**src/rtl/write_ctrl_pkg.sv**
```systemverilog
// Shared definitions for the multi-channel buffer write controller:
// FSM state encodings and a constant-friendly clog2 helper.
package write_ctrl_pkg;

  localparam logic [1:0] IDLE  = 2'b00;
  localparam logic [1:0] GRANT = 2'b01;
  localparam logic [1:0] WRITE = 2'b10;

  function automatic int unsigned clog2(input int unsigned n);
    int unsigned r;
    r = 0;
    for (int unsigned i = 0; i < 32; i++) begin
      if ((64'd1 << i) < 64'(n)) r = i + 1;
    end
    return r;
  endfunction

endpackage

```
**src/rtl/rr_arbiter.sv**
```systemverilog
// Combinational round-robin picker: searches req starting one past last_grant,
// wrapping modulo CHANNELS.
module rr_arbiter
  import write_ctrl_pkg::*;
#(
  parameter  int unsigned CHANNELS = 4,
  localparam int unsigned CH_WIDTH = clog2(CHANNELS)
) (
  input  logic [CHANNELS-1:0] req,
  input  logic [CH_WIDTH-1:0] last_grant,
  output logic                any,
  output logic [CH_WIDTH-1:0] grant
);

  logic [CH_WIDTH-1:0] cand;

  always_comb begin
    any   = 1'b0;
    grant = '0;
    cand  = '0;
    for (int unsigned k = 1; k <= CHANNELS; k++) begin
      cand = CH_WIDTH'((32'(last_grant) + k) % CHANNELS);
      if (!any && req[cand]) begin
        any   = 1'b1;
        grant = cand;
      end
    end
  end

endmodule

```
**src/rtl/multi_channel_write_controller.sv**
```systemverilog
// Round-robin write-side controller for a shared circular buffer: grants one
// producer at a time, emits one write strobe per transaction and tracks occupancy.
module multi_channel_write_controller
  import write_ctrl_pkg::*;
#(
  parameter  int unsigned CHANNELS   = 4,
  parameter  int unsigned DATA_WIDTH = 16,
  parameter  int unsigned DEPTH      = 16,
  localparam int unsigned ADDR_WIDTH = clog2(DEPTH),
  localparam int unsigned CH_WIDTH   = clog2(CHANNELS)
) (
  input  logic                           clk,
  input  logic                           rst,
  input  logic [CHANNELS-1:0]            w_en,
  input  logic [CHANNELS*DATA_WIDTH-1:0] w_data,
  input  logic                           rd_done,
  output logic [CHANNELS-1:0]            ready,
  output logic                           buff_w,
  output logic [ADDR_WIDTH-1:0]          buff_addr,
  output logic [DATA_WIDTH-1:0]          buff_data,
  output logic [CH_WIDTH-1:0]            buff_ch,
  output logic [ADDR_WIDTH:0]            count,
  output logic                           full,
  output logic                           empty
);

  logic [1:0]            state_q, state_d;
  logic [CH_WIDTH-1:0]   grant_q, grant_d;
  logic [CH_WIDTH-1:0]   last_grant_q, last_grant_d;
  logic [DATA_WIDTH-1:0] data_q, data_d;
  logic [ADDR_WIDTH-1:0] wr_ptr_q, wr_ptr_d;
  logic [ADDR_WIDTH:0]   count_q, count_d;
  logic                  arb_any;
  logic [CH_WIDTH-1:0]   arb_grant;
  logic                  do_write, do_pop;

  rr_arbiter #(
    .CHANNELS(CHANNELS)
  ) u_arb (
    .req       (w_en),
    .last_grant(last_grant_q),
    .any       (arb_any),
    .grant     (arb_grant)
  );

  assign full  = (count_q == (ADDR_WIDTH + 1)'(DEPTH));
  assign empty = (count_q == '0);

  always_comb begin
    state_d      = state_q;
    grant_d      = grant_q;
    last_grant_d = last_grant_q;
    data_d       = data_q;
    wr_ptr_d     = wr_ptr_q;
    case (state_q)
      IDLE: begin
        if (arb_any && !full) begin
          state_d = GRANT;
          grant_d = arb_grant;
        end
      end
      GRANT: begin
        // Producer drops w_en to commit; the word is taken on that same edge.
        if (!w_en[grant_q]) begin
          data_d       = w_data[32'(grant_q) * DATA_WIDTH +: DATA_WIDTH];
          last_grant_d = grant_q;
          state_d      = WRITE;
        end
      end
      WRITE: begin
        wr_ptr_d = wr_ptr_q + ADDR_WIDTH'(1);
        state_d  = IDLE;
      end
      default: state_d = IDLE;
    endcase
  end

  assign do_write = (state_q == WRITE);
  assign do_pop   = rd_done && (count_q != '0);

  always_comb begin
    count_d = count_q;
    case ({do_write, do_pop})
      2'b10:   count_d = count_q + (ADDR_WIDTH + 1)'(1);
      2'b01:   count_d = count_q - (ADDR_WIDTH + 1)'(1);
      default: count_d = count_q;
    endcase
  end

  always_ff @(posedge clk) begin
    if (rst) begin
      state_q      <= IDLE;
      grant_q      <= '0;
      last_grant_q <= CH_WIDTH'(CHANNELS - 1);
      data_q       <= '0;
      wr_ptr_q     <= '0;
      count_q      <= '0;
    end else begin
      state_q      <= state_d;
      grant_q      <= grant_d;
      last_grant_q <= last_grant_d;
      data_q       <= data_d;
      wr_ptr_q     <= wr_ptr_d;
      count_q      <= count_d;
    end
  end

  always_comb begin
    ready = '0;
    if (state_q == GRANT) ready[grant_q] = 1'b1;
  end

  assign buff_w    = (state_q == WRITE);
  assign buff_addr = wr_ptr_q;
  assign buff_data = data_q;
  assign buff_ch   = grant_q;
  assign count     = count_q;

endmodule

```
**config.mk**
```make
export PLATFORM = sky130hd
export DESIGN_NAME = multi_channel_write_controller
export DESIGN_NICKNAME = d
export VERILOG_FILES = /design/src/rtl/write_ctrl_pkg.sv /design/src/rtl/rr_arbiter.sv /design/src/rtl/multi_channel_write_controller.sv
export SDC_FILE = /design/constraint.sdc
export NUM_CORES = 1
export LEC_CHECK = 0
export BUFFER_PORTS_ARGS = -buffer_cell sky130_fd_sc_hd__buf_2
export CAP_MARGIN = 20
export CORE_MARGIN = 8
export CORE_UTILIZATION = 40
export CTS_CLUSTER_SIZE = 25
export DETAILED_ROUTE_END_ITERATION = 10
export GPL_TIMING_DRIVEN = 0
export PLACE_DENSITY_LB_ADDON = 0.05
export SLEW_MARGIN = 15
export SYNTH_ARGS = -nofsm -noshare
export SYNTH_HDL_FRONTEND = slang
export SYNTH_SLANG_ARGS = --single-unit
```
**constraint.sdc**
```tcl
create_clock -name clk -period 2.7 [get_ports clk]
set_clock_uncertainty 0.1 [all_clocks]
set_input_delay 0.54 -clock clk [delete_from_list [all_inputs] [get_ports clk]]
set_output_delay 0.54 -clock clk [all_outputs]
set_load 0.01 [all_outputs]
```
==> results.md, run 1 <==
- Fin crit period: 2580 ps
- Vias in the first global route: 1,751
- Num rows: 25
- Hold Slack: 386 ps
- Routed Antenna Nets: 0
- Synth-to-Final Area Change: 37.8%
- Post-Synthesis Cells: 185
- Clk_lat worst skew: 280 ps
- WL/cell: 15.8 um
- Critical Path Start Type: flop
- DRT iter0 DRCs: 66
- GRT Util Overall: 0.153
- Worst-path fanout max: 5
- Yosys reg bits: 31
- Critical Path End Type: flop
- Setup violations, final: 0
- Gpl congestion: 0.783
- CTS tree: built
- Final Hold Vio Count: 0
- Die width: 84.8 um
- Crit path cell chain: nor4_4 -> nor2b_4 -> nor2b_1 -> ha_1 -> ha_1 -> or2_2 -> o22ai_1 -> mux2i_1 -> mux2_2
- Max Clk Rate: 388 MHz
- RSZ-0062 raised after global routing: false
- Post-synthesis net count: 262
- Post-synth ARST share: 0
- First-pass GRT wire length: 8780 um
- Routed WL: 5530 um
- Leakage: 1.25 nW
- Remaining DRCs: 0
- Fillers: 454
- Crit-path max cell delay: 360 ps
- Max IR drop VDD: 0.357 mV
- Syn avg cell area: 10.2 sq um
- Port Buf Inserts: 103
- Core area: 4630 sq um
- Overflow after GRT: 0
- CTS sink count: 31
- Final #Nets: 373
- Final period util: 0.956
- Post-DP HPWL: 4520 um
- Top cell by count, worst path: ha_1
- Setup TNS: 0 ps
- Initial Utilization: 0.409
- Worst path required time: 2770 ps
- Chip height: 84.8 um
- Most frequent cells in the layout: buf_2 (104), nor2_1 (39), dfxtp_1 (31)
- Layout cells sized above 1: 0.475
- Critical Path Slowest Stage Cell: dfxtp_1
- Root Driver: clkbuf_8
- CTS Hold Buffers Added: 0
- Power Dens Cells: 687 nW/um^2
- Vias/cell: 5.13
- Most common cell after layout, fill and taps aside: buf_2
- Max-Cap Viols: 0
- Total power: 0.00179 W
- Status: completed
- Vias: 1,802
- Antenna diodes: 0
- Relative slew margins: 0.608
- Post-synth EDFFs: 0
- I/O pin cnt: 105
- Mapped Area: 1890 sq um
- Critical path class: reg -> reg
- DIE AREA: 7190 sq um
- Largest net degree at the start of global routing: 11
- CTS Buf Count: 5
- CTS max path bufs: 2
- Initial antenna violation count: 1
- Sequential element share of the synthesized area: 0.328
- H-tree levels: 2
- Synth cell types: 40
- Clock transition at path regs: 60 ps
- Drt pass-1 iters: 5
- Primary FF master, synth: dfxtp_1
- Slew Viols, Final: 0
- WP data arrival: 2650 ps
- Ys Warns: 0
- Worst slew pin tran: 588 ps
- Hold Path Class: reg -> reg
-- through the flow --
step | worst slack (ps) | area, sq um | std cells | utilization
2_1_floorplan | 15.2 | 1900 | 185 | -
3_3_place_gp | -66.3 | 2480 | 342 | 0.536
3_5_place_dp | -57.6 | 2480 | 342 | 0.536
4_1_cts | 11.5 | 2590 | 350 | 0.560
5_1_grt | 9.27 | 2610 | 351 | 0.563
6_report | 120 | 2610 | 351 | 0.563
-- power breakdown --
part	leakage [nW]	switching, W	internal (W)
registers	0.252	0.0000703	0.000527
logic	0.942	0.000375	0.000416
clock network	0.0515	0.000170	0.000232
-- synthesized netlist by cell type (all sizes together) (2+ instances only) --
cell type,count,share of area
a21oi,6,0.016
mux4,16,0.19
nand2b,3,0.0099
nor3,2,0.0053
nand2,4,0.0079
nor4,3,0.0099
dfxtp,31,0.33
nor2b,8,0.026
mux2,4,0.024
buf,4,0.023
clkbuf,8,0.016
ha,5,0.033
inv,8,0.016
nor2,39,0.077
a21o,2,0.0079
o22ai,3,0.013
mux2i,18,0.095
xor2,3,0.014
-- cell families (layout without fill, tap and decap cells) --
kind of cell	after synthesis	count (layout)	synth area share
and+or+nand+nor	68	68	0.173
muxes	38	38	0.310
DFF	31	31	0.328
buffers and inverters	20	132	0.0549
AOI/OAI and AO/OA	18	18	0.0728
adders and majority gates	6	6	0.0437
xor gates and xnor gates	4	4	0.0185
-- path summary, 6_finish.rpt --
kind | startpoint | to | slack (ps) | cells after the start
max | count[3] | count[4] | 120 | 9
min | buff_data[11] | buff_data[11] | 390 | 2
max reg2reg | count[3] | count[4] | 120 | 9
min reg2reg | buff_data[11] | buff_data[11] | 390 | 2
-- per-layer routing --
layer / GRT usage / wire length [um] / up-vias
met2: 0.242 / 2600 / 68
met3: 0.0761 / 473 / 9
met1: 0.176 / 2380 / 834
li1: - / - / 889
met4: 0.0453 / 68 / 2
met5: 0 / 13 / -
-- area by class of cell --
class	instances	area [sq um]	share of cell area
inverters	8	30.0	0.0115
well taps	54	67.6	0.0259
clock buffers	8	100	0.0384
flip-flops and latches	31	621	0.238
multi-input cells	134	1190	0.457
plain buffers	12	75.1	0.0288
repair buffers	104	523	0.201
-- state kept, by name, indices dropped and copies added (netlist names) --
signal	count
buff_data	16
count	5
buff_addr	4
buff_ch	2
last_grant_q	2
state_q	2
-- critical path, delay by kind of cell, from the launching register on --
| kind | cells | cell delay, ps |
|---|---|---|
| adder cells (fa/ha/maj) | 2 | 460 |
| multiplexers | 2 | 560 |
| AO/OA/AOI/OAI | 1 | 140 |
| AND/OR/NAND/NOR | 4 | 850 |
| flip-flops | 1 | 360 |
-- timing repair --
action / 4_1_cts / 5_1_grt
hold endpoints to repair: 0 / 0
gates resized for setup: 2 / 3
endpoints found under the setup margin: 1 / 2
buffers inserted: 0 / 1
pin swaps: 0 / 1
(Power assumes the default switching activity.)
==> inputs of run 2 (changes only) <==
--- a/config.mk
+++ b/config.mk
@@ -12,6 +12,7 @@
 export CTS_CLUSTER_SIZE = 25
 export DETAILED_ROUTE_END_ITERATION = 10
 export GPL_TIMING_DRIVEN = 0
+export MAX_ROUTING_LAYER = met4
 export PLACE_DENSITY_LB_ADDON = 0.05
 export SLEW_MARGIN = 15
 export SYNTH_ARGS = -nofsm -noshare
==> run 2 against run 1 <==
Total power hardly changed. Hold slack hardly changed. Critical path depth did not move. Die area unchanged. Non-clock buffer count is the same. Clock-buffer cell count unchanged. Final cell count up 0.28%. Worst setup slack got worse by 1.2 ps. Register-to-register slack barely moved. Sequential power hardly changed. Critical endpoint unchanged. Sequential cell count did not move.
==> results.md, run 2 (synthesized netlist as in run 1, its figures left out) <==
- Max-Cap Viols: 0 (unchanged)
- Layout cells sized above 1: 0.475 (unchanged)
- Vias in the first global route: 1,754 (+0.17%)
- Hold path start: buff_data[11]
- Max IR drop VDD: 0.357 mV (about the same)
- Port Buf Inserts: 103 (unchanged)
- Fillers: 453 (-0.22%)
- Setup violations, final: 0 (unchanged)
- Top cell by count, worst path: ha_1
- Most common cell after layout, fill and taps aside: buf_2
- DRT iter0 DRCs: 71 (+7.6%)
- Chip height: 84.8 um (unchanged)
- Worst path required time: 2770 ps (about the same)
- Leakage: 1.25 nW (about the same)
- WP data arrival: 2650 ps (about the same)
- CTS sink count: 31 (unchanged)
- Clock transition at path regs: 60 ps (about the same)
- Area of the multi-input gates: 1190 sq um (unchanged)
- Final Hold Vio Count: 0 (unchanged)
- Total power: 0.00179 W (about the same)
- RSZ-0062 raised after global routing: false
- Worst-path fanout max: 5 (unchanged)
- Status: completed
- Final #Nets: 373 (unchanged)
- Power Dens Cells: 687 nW/um^2 (about the same)
- Critical Path Source: count[3]
- Critical path buffer and inverter count: 0 (unchanged)
- Routed WL: 5530 um (about the same)
- Max reg flops: 16 (unchanged)
- Crit-path max cell delay: 360 ps (about the same)
- Max Clk Rate: 387 MHz (about the same)
- I/O pin cnt: 105 (unchanged)
- Critical path class: reg -> reg
- R2R Path Start: count[3]
- Die width: 84.8 um (unchanged)
- Drt pass-1 iters: 4 (-1)
- First-pass GRT wire length: 8760 um (-0.23%)
- Gpl congestion: 0.794 (+1.4%)
- Final period util: 0.956 (about the same)
- Vias: 1,796 (-0.33%)
- Crit path cell chain: nor4_4 -> nor2b_4 -> nor2b_1 -> ha_1 -> ha_1 -> or2_2 -> o22ai_1 -> mux2i_1 -> mux2_2
- Num rows: 25 (unchanged)
- Core area: 4630 sq um (unchanged)
- Critical Path Slowest Stage Cell: dfxtp_1
- Largest net degree at the start of global routing: 11 (unchanged)
- Initial Utilization: 0.409 (unchanged)
- Routed Antenna Nets: 0 (unchanged)
- Root Driver: clkbuf_8
- Fin crit period: 2580 ps (+1.20 ps)
- Hold Path Class: reg -> reg
- GRT Util Overall: 0.157 (+0.00404)
- Setup ws final: 119 ps (-1.20 ps)
- Setup TNS: 0 ps (unchanged)
- H-tree levels: 2 (unchanged)
- DIE AREA: 7190 sq um (unchanged)
- Critical Path End Type: flop
- Vias/cell: 5.10 (-0.62%)
- Final Instance Area: 2610 sq um (about the same)
- Remaining DRCs: 0 (unchanged)
- Slew Viols, Final: 0 (unchanged)
- CTS Buf Count: 5 (unchanged)
- Synth-to-Final Area Change: 37.9% (about the same)
- Placed inst area: 2480 sq um (unchanged)
- CTS tree: built
- Relative slew margins: 0.603 (-0.00453)
- Initial antenna violation count: 1 (unchanged)
- Most frequent cells in the layout: buf_2 (104), nor2_1 (39), dfxtp_1 (31)
- CTS Hold Buffers Added: 0 (unchanged)
- Critical Path Start Type: flop
- Clk_lat worst skew: 280 ps (about the same)
- Post-DP HPWL: 4520 um (unchanged)
- Register Area: 621 sq um (unchanged)
- WL/cell: 15.7 um (-0.34%)
- Worst slew pin tran: 595 ps (+6.79 ps)
- Crit-path leading delay family: simple AND/OR/NAND/NOR gates
- CTS max path bufs: 2 (unchanged)
- Overflow after GRT: 0 (unchanged)
- Place WS: -57.6 ps (unchanged)
- Final Util: 0.564 (about the same)
==> run 2: cell types whose count changed in the layout (fill, tap and decap cells not counted) <==
| cell | before | now |
|---|---|---|
| diode_2 | 0 | 1 |
==> run 2: final cells by class <==
| type | instances | area share |
|---|---|---|
| diodes | 1 | 0.000959 |
| plain buffers | 12 | 0.0288 |
| clock buffers | 8 | 0.0384 |
| inverters | 8 | 0.0115 |
| multi-input cells | 134 | 0.456 |
| flip-flops and latches | 31 | 0.238 |
| well taps | 54 | 0.0259 |
| repair buffers | 104 | 0.200 |
==> run 2: repair_timing <==
| action | in CTS | in global routing |
|---|---|---|
| gates resized for setup | 2 | 3 |
| pin swaps | 0 | 1 |
| endpoints found under the setup margin | 1 | 2 |
| buffers inserted | 0 | 1 |
| cloned | 0 | 0 |
==> run 2: per-layer routing <==
layer / part of all wire / track usage / up-vias / routed length (um)
li1: - / - / 891 / -
met1: 0.44 / 0.178 / 832 / 2420
met2: 0.47 / 0.244 / 66 / 2600
met3: 0.079 / 0.0693 / 7 / 435
met4: 0.013 / 0.0453 / 0 / 73
met5: 0 / - / - / 0
==> run 2: report_power, final <==
group / switching (W) / total [W] / internal [W] / leakage (nW)
clock: 0.000171 / 0.000403 / 0.000232 / 0.0515
sequential: 0.0000702 / 0.000597 / 0.000527 / 0.252
combinational: 0.000376 / 0.000792 / 0.000417 / 0.942
total: 0.000617 / 0.00179 / 0.00118 / 1.25
==> run 2: worst reg2reg max path, delay by kind of cell (launching register included) <==
kind | cells | cell delay (ps)
AO/OA/AOI/OAI | 1 | 140
flip-flops | 1 | 360
adder cells (fa/ha/maj) | 2 | 460
AND/OR/NAND/NOR | 4 | 850
multiplexers | 2 | 560
==> run 2: final timing paths <==
| kind | end | slack (ps) | cells past startpoint |
|---|---|---|---|
| setup / recovery | count[4] | 120 | 9 |
| hold / removal | buff_data[11] | 390 | 2 |
| setup reg to reg | count[4] | 120 | 9 |
| hold reg to reg | buff_data[11] | 390 | 2 |
==> run 2: per-stage QoR <==
stage | instances | hold slack, ps
floorplan | 185 | 431
global placement | 342 | 369
detailed placement | 342 | 378
CTS | 350 | 394
global route | 352 | 416
finish | 352 | 387
